### src/rtl/fetch_queue.sv
// Instruction fetch queue: issues one outstanding memory read per accepted PC and
// buffers {pc, instr} in an in-order FWFT circular queue; flush discards queued and in-flight data.
module fetch_queue #(
  parameter int WIDTH      = 16,
  parameter int DATA_WIDTH = 32,
  parameter int DEPTH      = 4
) (
  input  logic                  clk,
  input  logic                  rst,
  input  logic [WIDTH-1:0]      pc_in,
  input  logic                  pc_valid,
  output logic                  pc_ready,
  output logic                  mem_req,
  output logic [WIDTH-1:0]      mem_addr,
  input  logic                  mem_rvalid,
  input  logic [DATA_WIDTH-1:0] mem_rdata,
  input  logic                  flush,
  output logic                  instr_valid,
  output logic [DATA_WIDTH-1:0] instr_out,
  output logic [WIDTH-1:0]      instr_pc,
  input  logic                  instr_ready
);

  localparam int AW = $clog2(DEPTH);
  localparam logic [AW:0] CNT_FULL = (AW+1)'(DEPTH);

  typedef enum logic [1:0] {
    IDLE = 2'd0,
    WAIT = 2'd1,
    DROP = 2'd2
  } state_t;

  state_t                state_q;
  logic [AW:0]           count_q, count_d;
  logic [AW-1:0]         rd_ptr_q, wr_ptr_q;
  logic [WIDTH-1:0]      pend_pc_q;
  logic [WIDTH-1:0]      pc_mem_q  [DEPTH];
  logic [DATA_WIDTH-1:0] dat_mem_q [DEPTH];

  logic push, pop;

  always_comb begin
    pc_ready    = (state_q == IDLE) && (count_q < CNT_FULL) && !flush;
    mem_req     = pc_valid && pc_ready;
    mem_addr    = pc_in;
    instr_valid = (count_q != '0) && !flush;
    instr_out   = dat_mem_q[rd_ptr_q];
    instr_pc    = pc_mem_q[rd_ptr_q];
    // Flush already masks pop via instr_valid; push must be masked explicitly.
    push        = (state_q == WAIT) && mem_rvalid && !flush;
    pop         = instr_valid && instr_ready;
  end

  always_comb begin
    count_d = count_q;
    case ({push, pop})
      2'b10:   count_d = count_q + 1'b1;
      2'b01:   count_d = count_q - 1'b1;
      default: count_d = count_q;
    endcase
  end

  always_ff @(posedge clk or negedge rst) begin
    if (!rst) begin
      state_q   <= IDLE;
      count_q   <= '0;
      rd_ptr_q  <= '0;
      wr_ptr_q  <= '0;
      pend_pc_q <= '0;
      for (int i = 0; i < DEPTH; i++) begin
        pc_mem_q[i]  <= '0;
        dat_mem_q[i] <= '0;
      end
    end else begin
      if (flush) begin
        count_q  <= '0;
        rd_ptr_q <= '0;
        wr_ptr_q <= '0;
      end else begin
        if (push) begin
          pc_mem_q[wr_ptr_q]  <= pend_pc_q;
          dat_mem_q[wr_ptr_q] <= mem_rdata;
          wr_ptr_q            <= wr_ptr_q + 1'b1;
        end
        if (pop) rd_ptr_q <= rd_ptr_q + 1'b1;
        count_q <= count_d;
      end

      case (state_q)
        IDLE: begin
          // mem_req already excludes flush and a full queue.
          if (mem_req) begin
            state_q   <= WAIT;
            pend_pc_q <= pc_in;
          end
        end
        WAIT: begin
          if (mem_rvalid)  state_q <= IDLE;
          else if (flush)  state_q <= DROP;
        end
        DROP: begin
          if (mem_rvalid) state_q <= IDLE;
        end
        default: state_q <= IDLE;
      endcase
    end
  end

endmodule

### config.mk
export PLATFORM = sky130hd
export DESIGN_NAME = fetch_queue
export DESIGN_NICKNAME = d
export VERILOG_FILES = /design/src/rtl/fetch_queue.sv
export SDC_FILE = /design/constraint.sdc
export NUM_CORES = 1
export LEC_CHECK = 0
export ABC_AREA = 1
export CELL_PAD_IN_SITES_DETAIL_PLACEMENT = 2
export CELL_PAD_IN_SITES_GLOBAL_PLACEMENT = 2
export CORE_MARGIN = 4
export CORE_UTILIZATION = 37
export DETAILED_ROUTE_END_ITERATION = 10
export PLACE_DENSITY = 0.93
export SLEW_MARGIN = 40
export SYNTH_ARGS = -nofsm -noshare
export SYNTH_HDL_FRONTEND = slang
export SYNTH_SLANG_ARGS = --single-unit
### constraint.sdc
create_clock -name clk -period 2.9 [get_ports clk]
set_input_delay 0.58 -clock clk [delete_from_list [all_inputs] [get_ports clk]]
set_output_delay 0.58 -clock clk [all_outputs]
set_load 0.02 [all_outputs]
==> results of run 1 <==
==> layer usage <==
metal	global-route usage, %	vias to the layer above
li1	-	3723
met1	28.7	4290
met2	40.6	180
met3	2.64	55
met4	6.10	0
met5	0	-
==> layout make-up <==
cell class,instances,share of cell area [%]
well taps,330,3.52
clock inverters,8,0.587
inverters,58,1.87
multi-input cells,710,28.3
repair buffers,149,13.3
flip-flops and latches,217,46.4
clock buffers,35,6.08
==> worst min path at each step <==
| stage | from | end | slack (ns) | cells past startpoint |
|---|---|---|---|---|
| 2_1_floorplan | rst | count_q[0] | 0.28 | 0 |
| 3_3_place_gp | pc_mem_q[35] | pc_mem_q[35] | 0.46 | 2 |
| 3_5_place_dp | dat_mem_q[94] | dat_mem_q[94] | 0.47 | 2 |
| 4_1_cts | rst | dat_mem_q[18] | 0.04 | 1 |
| 5_1_grt | rst | dat_mem_q[85] | 0.06 | 1 |
| 6_report | rst | dat_mem_q[85] | 0.02 | 1 |
==> cell families (layout without fill, tap and decap cells) <==
group,after synthesis,in the layout,share of synthesized area [%]
flip-flops,217,217,57.0
AND/OR/NAND/NOR,342,342,14.2
adder cells (fa/ha/maj),5,5,0.735
AO/OA/AOI/OAI,362,362,19.7
buffers and inverters,149,250,8.34
XOR/XNOR,1,1,0.0919
==> power breakdown <==
| part | internal [mW] | switching, mW | total, mW |
|---|---|---|---|
| logic | 1.45 | 2.62 | 4.07 |
| clock network | 1.79 | 1.28 | 3.07 |
| registers | 3.70 | 0.408 | 4.11 |
| total | 6.94 | 4.31 | 11.2 |
==> worst reg2reg max path, stage by stage (launching register included) <==
cell	delay, ns
dfrtp_1	0.43
nor2_1	0.16
nand2_1	0.11
nand3_1	0.12
nor2_1	0.08
fa_1	0.37
xnor2_1	0.21
o21bai_1	0.15
nand2_1	0.08
nand2_1	0.07
nand2_1	0.05
==> registers in the layout (all words and copies together) (netlist names) <==
signal and cells:
dat_mem_q 128, pc_mem_q 64, pend_pc_q 16, count_q 3, rd_ptr_q 2, state_q 2, wr_ptr_q 2
==> stage by stage <==
step | power, mW | setup slack [ns] | std cells | util (%) | hold WS, ns
detailed placement | 8.38 | 0.213 | 1462 | 43.2 | 0.472
floorplan | 6.37 | 0.802 | 1076 | - | 0.284
finish | 11.2 | 0.0977 | 1507 | 46.4 | 0.0197
global placement | 8.09 | 0.365 | 1462 | 43.2 | 0.461
CTS | 11.3 | -0.103 | 1507 | 46.4 | 0.0447
global route | 11.9 | 0.00443 | 1507 | 46.4 | 0.0612
==> repair_timing <==
action                                  4_1_cts  5_1_grt
endpoints found under the setup margin       47        4
resized for setup                            51        5
hold endpoints to repair                      0        0
buffers inserted                              1        0
cloned                                        1        0
==> cell usage in the layout (no fill, tap or decap), drive strengths merged <==
| cell type | Yosys | layout |
|---|---|---|
| o21ai | 311 | 311 |
| nand2 | 233 | 233 |
| dfrtp | 217 | 217 |
| nor2 | 103 | 103 |
| clkdlybuf4s50 | 0 | 71 |
| inv | 58 | 58 |
| o22ai | 48 | 48 |
| dlygate4sd2 | 0 | 44 |
| clkbuf | 38 | 35 |
| buf | 53 | 29 |
| clkinv | 0 | 7 |
| ha | 4 | 4 |
| dlymetal6s2s | 0 | 3 |
| nand3 | 3 | 3 |
| a21oi | 2 | 2 |
| nor3 | 2 | 2 |
| nand4 | 1 | 1 |
| xnor2 | 1 | 1 |
| o21bai | 1 | 1 |
| fa | 1 | 1 |
| bufinv | 0 | 1 |
| bufbuf | 0 | 1 |
| clkdlybuf4s15 | 0 | 1 |
==> results.md, run 1 <==
* Crit path launch type: flip-flop
* Area Growth Syn to Fin at 23.0%
* Core region area at around 0.025 mm2
* Congestion Overflow GR at 0
* Multi-input gate area at 0.00331 mm2
* Crit path depth at 5
* DP Area at 0.0109 mm2
* Die W at between 150 and 200 um
* HPWL Detailed at 19300 um
* CTS max path bufs at 3
* DRC at 0
* Sequential share of the synthesized area at between 50% and 60%
* Initial Util at between 30 and 40%
* Vias in the first global route at 9379
* Cell Chain, Critical Path: clkinv_2 > bufbuf_16 > nor2_1 > o22ai_2 > clkdlybuf4s15_1
* Synthesized Nets at around 1100
* Crit. Startpoint: rd_ptr_q[0]
* Setup TNS at 0 ns
* Post-synth cell types at 25
* Row count at 58
* Fillers at approximately 2700
* Worst vdd ir at approximately 580 uV
* Crit-path max cell delay at 0.51 ns
* Worst-Margin Slew at approximately 0.65 ns
* Vias/cell at around 5.5
* Outcome: finished clean
* Top-count cell post-synth: nand2_1
* Worst min path class: in -> async
* Count of antenna-violating nets left after detailed routing at 0
* CTS H-tree lvls at 1
* RSZ-0062 raised after global routing: false
* Worst Path Arrival at 2.22 ns
* CTS sink cnt at approximately 220
* DRC marker count from the first detailed-route iteration at ~450
* CP Capture Type: primary output
* Synthesized instance count at approximately 1100
* Syn Area/Cell at 8.86 um2
* Count of final max-slew check failures at 0
* CTS tree: done
* I/O pin total at 121
* Die Area at 0.0284 mm2
* FFs w/ async S/R, synth at 100%
* Final Cell Area at about 0.012 mm2
* Routability cong. at ~0.73
* Synthesized cell area at roughly 0.0095 mm2
* CTS buffer count at 25
* Largest net degree at the start of global routing at 72
* Hold-fix buffers, CTS at 0
* Post-Route WL at between 30000 and 40000 um
* Clock edge transition at the registers on the reported setup and hold paths at 0.06 ns
* Bufs and invs on worst path at 3
* Drt wl/cell at 21.5 um
* Crit path max-delay cell type: dfrtp_4
* Post-Route M1 WL at between 10000 and 15000 um
* Antenna Cells at 0
* 1st-pass router iterations at 5
* Warnings from Yosys at 0
* Via count at 8248
* Final hold violation count at 0
* Crit path to: instr_pc[8]
* Yosys top cell area share at around 57%
* Critical-path maximum fanout at 37
* Flop2flop setup slack at slightly below 1 ns
* CTS Root Cell: clkbuf_16
* Count of input and output buffers at 120
* DR top layer: met4
* Post-synth EDFFs at 0
* Synth area leaders: dfrtp_1, nand2_1, o21ai_1
* Synth cell count leaders: nand2_1, dfrtp_1, o21ai_1
* Max-capacitance violation count at 0
* # nets final at between 1000 and 1500
* Fin crit share at about 97%
* Insertion delay to the later sink of the worst-skew pair at approximately 0.52 ns
* Cell Pwr Density at between 900 and 1000 mW/mm2
* RR Startpoint: count_q[0]
* Initial antenna violation count at 0
* Fin crit period at approximately 2.8 ns
* Layout Skew at around 0.0096 ns
* Metal2 WL at between 15000 and 20000 um
* Setup CP Type: reg -> out
* FF-to-FF path depth at 10
* Share of layout cells above drive strength 1 at under 10%
* CP delay by family, top: buffers and inverters
* Die height at around 170 um
* Critical path required time at 2.32 ns
* Worst R2R End: count_q[2]
* Post-synthesis register bit count at 217
* Final setup viols at 0
* WL met3 at 1050 um
* Total GRT Usage at between 20 and 25%
* P_leak at approximately 5.6 nW
* Slew HR at a little under three fifths
* Upper clock frequency limit at around 360 MHz
* Leading area contributor after synthesis: dfrtp_1
* Top_reg_cell synth: dfrtp_1
* First-pass GRT wire length at about 52000 um
* Area taken by flip-flops and latches at between 0.005 and 0.006 mm2
Note: power is estimated with default switching activity, not from simulation.
==> run 2, diff against run 1 <==
--- a/config.mk
+++ b/config.mk
@@ -11,7 +11,7 @@
 export CORE_MARGIN = 4
 export CORE_UTILIZATION = 37
 export DETAILED_ROUTE_END_ITERATION = 10
-export PLACE_DENSITY = 0.93
+export PLACE_DENSITY = 0.89
 export SLEW_MARGIN = 40
 export SYNTH_ARGS = -nofsm -noshare
 export SYNTH_HDL_FRONTEND = slang
==> run 2 against run 1 <==
Sequential power barely moved. Flip-flop and latch count unchanged. Die area unchanged. Clock skew up 0.0061 ns. Combinational power fell by 3%. Clock power rose by 4%. Register-to-register slack worse by 0.14 ns. Final cell count is 0.33% lower. First-iteration DRC count is 13% lower. Critical path depth unchanged. Cell area increased by 0.12%. Hold slack better by 0.036 ns. Largest cell class unchanged.
==> results.md, run 2 (synthesized netlist as in run 1, its figures left out) <==
* Die height at 169 um (unchanged)
* Register with the most flip-flops: dat_mem_q
* Fillers at 2739 (+1.0%)
* Crit path max-delay cell type: dfrtp_4
* Worst Path Arrival at 2.12 ns (-0.10 ns)
* Layout Utilization at 46.5% (+0.055 points)
* Routability cong. at 0.735 (+1.0%)
* Via count at 8119 (-1.6%)
* Final hold violation count at 0 (unchanged)
* Core region area at 0.0253 mm2 (unchanged)
* CTS buffer count at 25 (unchanged)
* Vias/cell at 5.41 (-1.2%)
* CP Capture Type: primary output
* DRC at 0 (unchanged)
* Critical path required time at 2.32 ns (about the same)
* HPWL Detailed at 18300 um (-5.4%)
* 1st-pass router iterations at 4 (-1)
* CTS sink cnt at 217 (unchanged)
* Count of input and output buffers at 120 (unchanged)
* Total GRT Usage at 21.4% (-1.1 points)
* Drt wl/cell at 20.1 um (-6.5%)
* Congestion Overflow GR at 0 (unchanged)
* Top flop regs: dat_mem_q x128, pc_mem_q x64, pend_pc_q x16
* CTS H-tree lvls at 1 (unchanged)
* Cell Pwr Density at 955 mW/mm2 (-0.46%)
* Vias in the first global route at 9247 (-1.4%)
* Crit-path max cell delay at 0.50 ns (about the same)
* P_leak at 5.64 nW (+0.72%)
* Post-Route WL at 30200 um (-6.8%)
* Insertion delay to the later sink of the worst-skew pair at 0.52 ns (about the same)
* Final setup viols at 0 (unchanged)
* Clock edge transition at the registers on the reported setup and hold paths at 0.06 ns (about the same)
* Initial Util at 37.7% (unchanged)
* Fin crit period at 2.70 ns (-0.102 ns)
* Row count at 58 (unchanged)
* # nets final at 1216 (-0.33%)
* I/O pin total at 121 (unchanged)
* CTS Root Cell: clkbuf_16
* DP Area at 0.0109 mm2 (about the same)
* Upper clock frequency limit at 370 MHz (+3.8%)
* Fin crit share at 93.1% (-3.5 points)
* Hold-fix buffers, CTS at 0 (unchanged)
* Count of antenna-violating nets left after detailed routing at 0 (unchanged)
* Setup TNS at 0 ns (unchanged)
* Critical-path maximum fanout at 48 (+30%)
* Most frequent cells in the layout: nand2_1, dfrtp_1, o21ai_1, o21ai_0, nor2_1
* Max-capacitance violation count at 0 (unchanged)
* DRC marker count from the first detailed-route iteration at 389 (-13%)
* Initial antenna violation count at 0 (unchanged)
* Worst vdd ir at 525 uV (-9.7%)
* Setup CP Type: reg -> out
* Most common cell after layout, fill and taps aside: nand2_1
* Crit path launch type: flip-flop
* First-pass GRT wire length at 49800 um (-4.5%)
* Share of layout cells above drive strength 1 at 6.48% (-0.31 points)
* CP delay by family, top: buffers and inverters
* Die Area at 0.0284 mm2 (unchanged)
* Outcome: finished clean
* Die W at 169 um (unchanged)
* CTS max path bufs at 3 (unchanged)
* Number of flip-flops under the largest register name at 128 (unchanged)
* Area Growth Syn to Fin at 23.2%
* Bufs and invs on worst path at 3 (unchanged)
* Antenna Cells at 0 (unchanged)
* CTS tree: done
* Largest net degree at the start of global routing at 97 (+35%)
* Slew HR at 57.4% (+0.67 points)
* Count of final max-slew check failures at 0 (unchanged)
* Worst min path class: in -> async
* Cell Chain, Critical Path: clkinv_2 > buf_12 > o21ai_0 > o22ai_1 > dlygate4sd2_1
* Worst-Margin Slew at 0.640 ns (-0.0101 ns)
* Layout Skew at 0.0157 ns (+0.00610 ns)
* RSZ-0062 raised after global routing: false
* Final Cell Area at 0.0117 mm2 (+0.12%)
-- run 2: cell count changes in the layout (fill, tap and decap cells not counted), moves of 2 or more --
cell	change
dlymetal6s2s_1	+5
dlygate4sd2_1	-4
clkbuf_8	+3
buf_12	+2
clkinv_2	-3
buf_4	-5
clkbuf_1	-2
-- run 2: worst paths after layout --
check	start	end	slack, ns	depth (start not counted)
min in group clk	pc_mem_q[44]	pc_mem_q[44]	0.49	2
setup / recovery	rd_ptr_q[0]	instr_pc[8]	0.20	5
hold / removal	rst	dat_mem_q[113]	0.06	1
hold reg to reg	pc_mem_q[44]	pc_mem_q[44]	0.49	2
max in group asynchronous	rst	dat_mem_q[98]	2.08	2
setup reg to reg	state_q[1]	count_q[2]	0.83	10
-- run 2: layout make-up --
| cell class | instances | area, um2 | share of cell area, % |
|---|---|---|---|
| repair buffers | 145 | 1530 | 13.1 |
| multi-input cells | 710 | 3310 | 28.2 |
| clock buffers | 36 | 747 | 6.36 |
| inverters | 58 | 219 | 1.87 |
| well taps | 330 | 413 | 3.52 |
| flip-flops and latches | 217 | 5440 | 46.3 |
| clock inverters | 6 | 83.8 | 0.714 |
-- run 2: power breakdown --
group          leakage, nW  switching, mW  internal [mW]
clock                0.414           1.26           1.95
sequential            2.91          0.380           3.70
combinational         2.31           2.51           1.42
total                 5.64           4.14           7.07
-- run 2: worst reg2reg max path, stage by stage, from the launching register on --
cell      delay (ns)
dfrtp_1         0.41
inv_1           0.13
nand3_4         0.12
nor2_8          0.22
nor2_1          0.11
fa_1            0.40
xnor2_1         0.21
o21bai_1        0.16
nand2_1         0.08
nand2_1         0.07
nand2_1         0.05
-- run 2: per-layer routing --
layer	wire (um)	track usage, %	part of all wire (%)	vias up
met5	0	0	0	-
met4	372	3.39	1.2	0
met3	918	2.36	3.0	26
met2	15900	39.9	53	130
met1	13000	27.2	43	4241
li1	-	-	-	3722
-- run 2: per-stage QoR --
| step | total power [mW] | cells | setup WS, ns | hold slack [ns] |
|---|---|---|---|---|
| after floorplan | 6.37 | 1076 | 0.802 | 0.284 |
| final | 11.2 | 1502 | 0.200 | 0.0560 |
| after global placement | 8.14 | 1459 | 0.347 | 0.461 |
| after global routing | 11.9 | 1502 | 0.0752 | 0.0845 |
| after CTS | 11.4 | 1502 | 0.00267 | 0.0676 |
| after detailed placement | 8.35 | 1459 | 0.230 | 0.472 |
-- run 2: repair_timing --
item | CTS | global route
resized for setup | 42 | 8
setup buffers | 1 | 0
setup endpoints to repair | 44 | 8
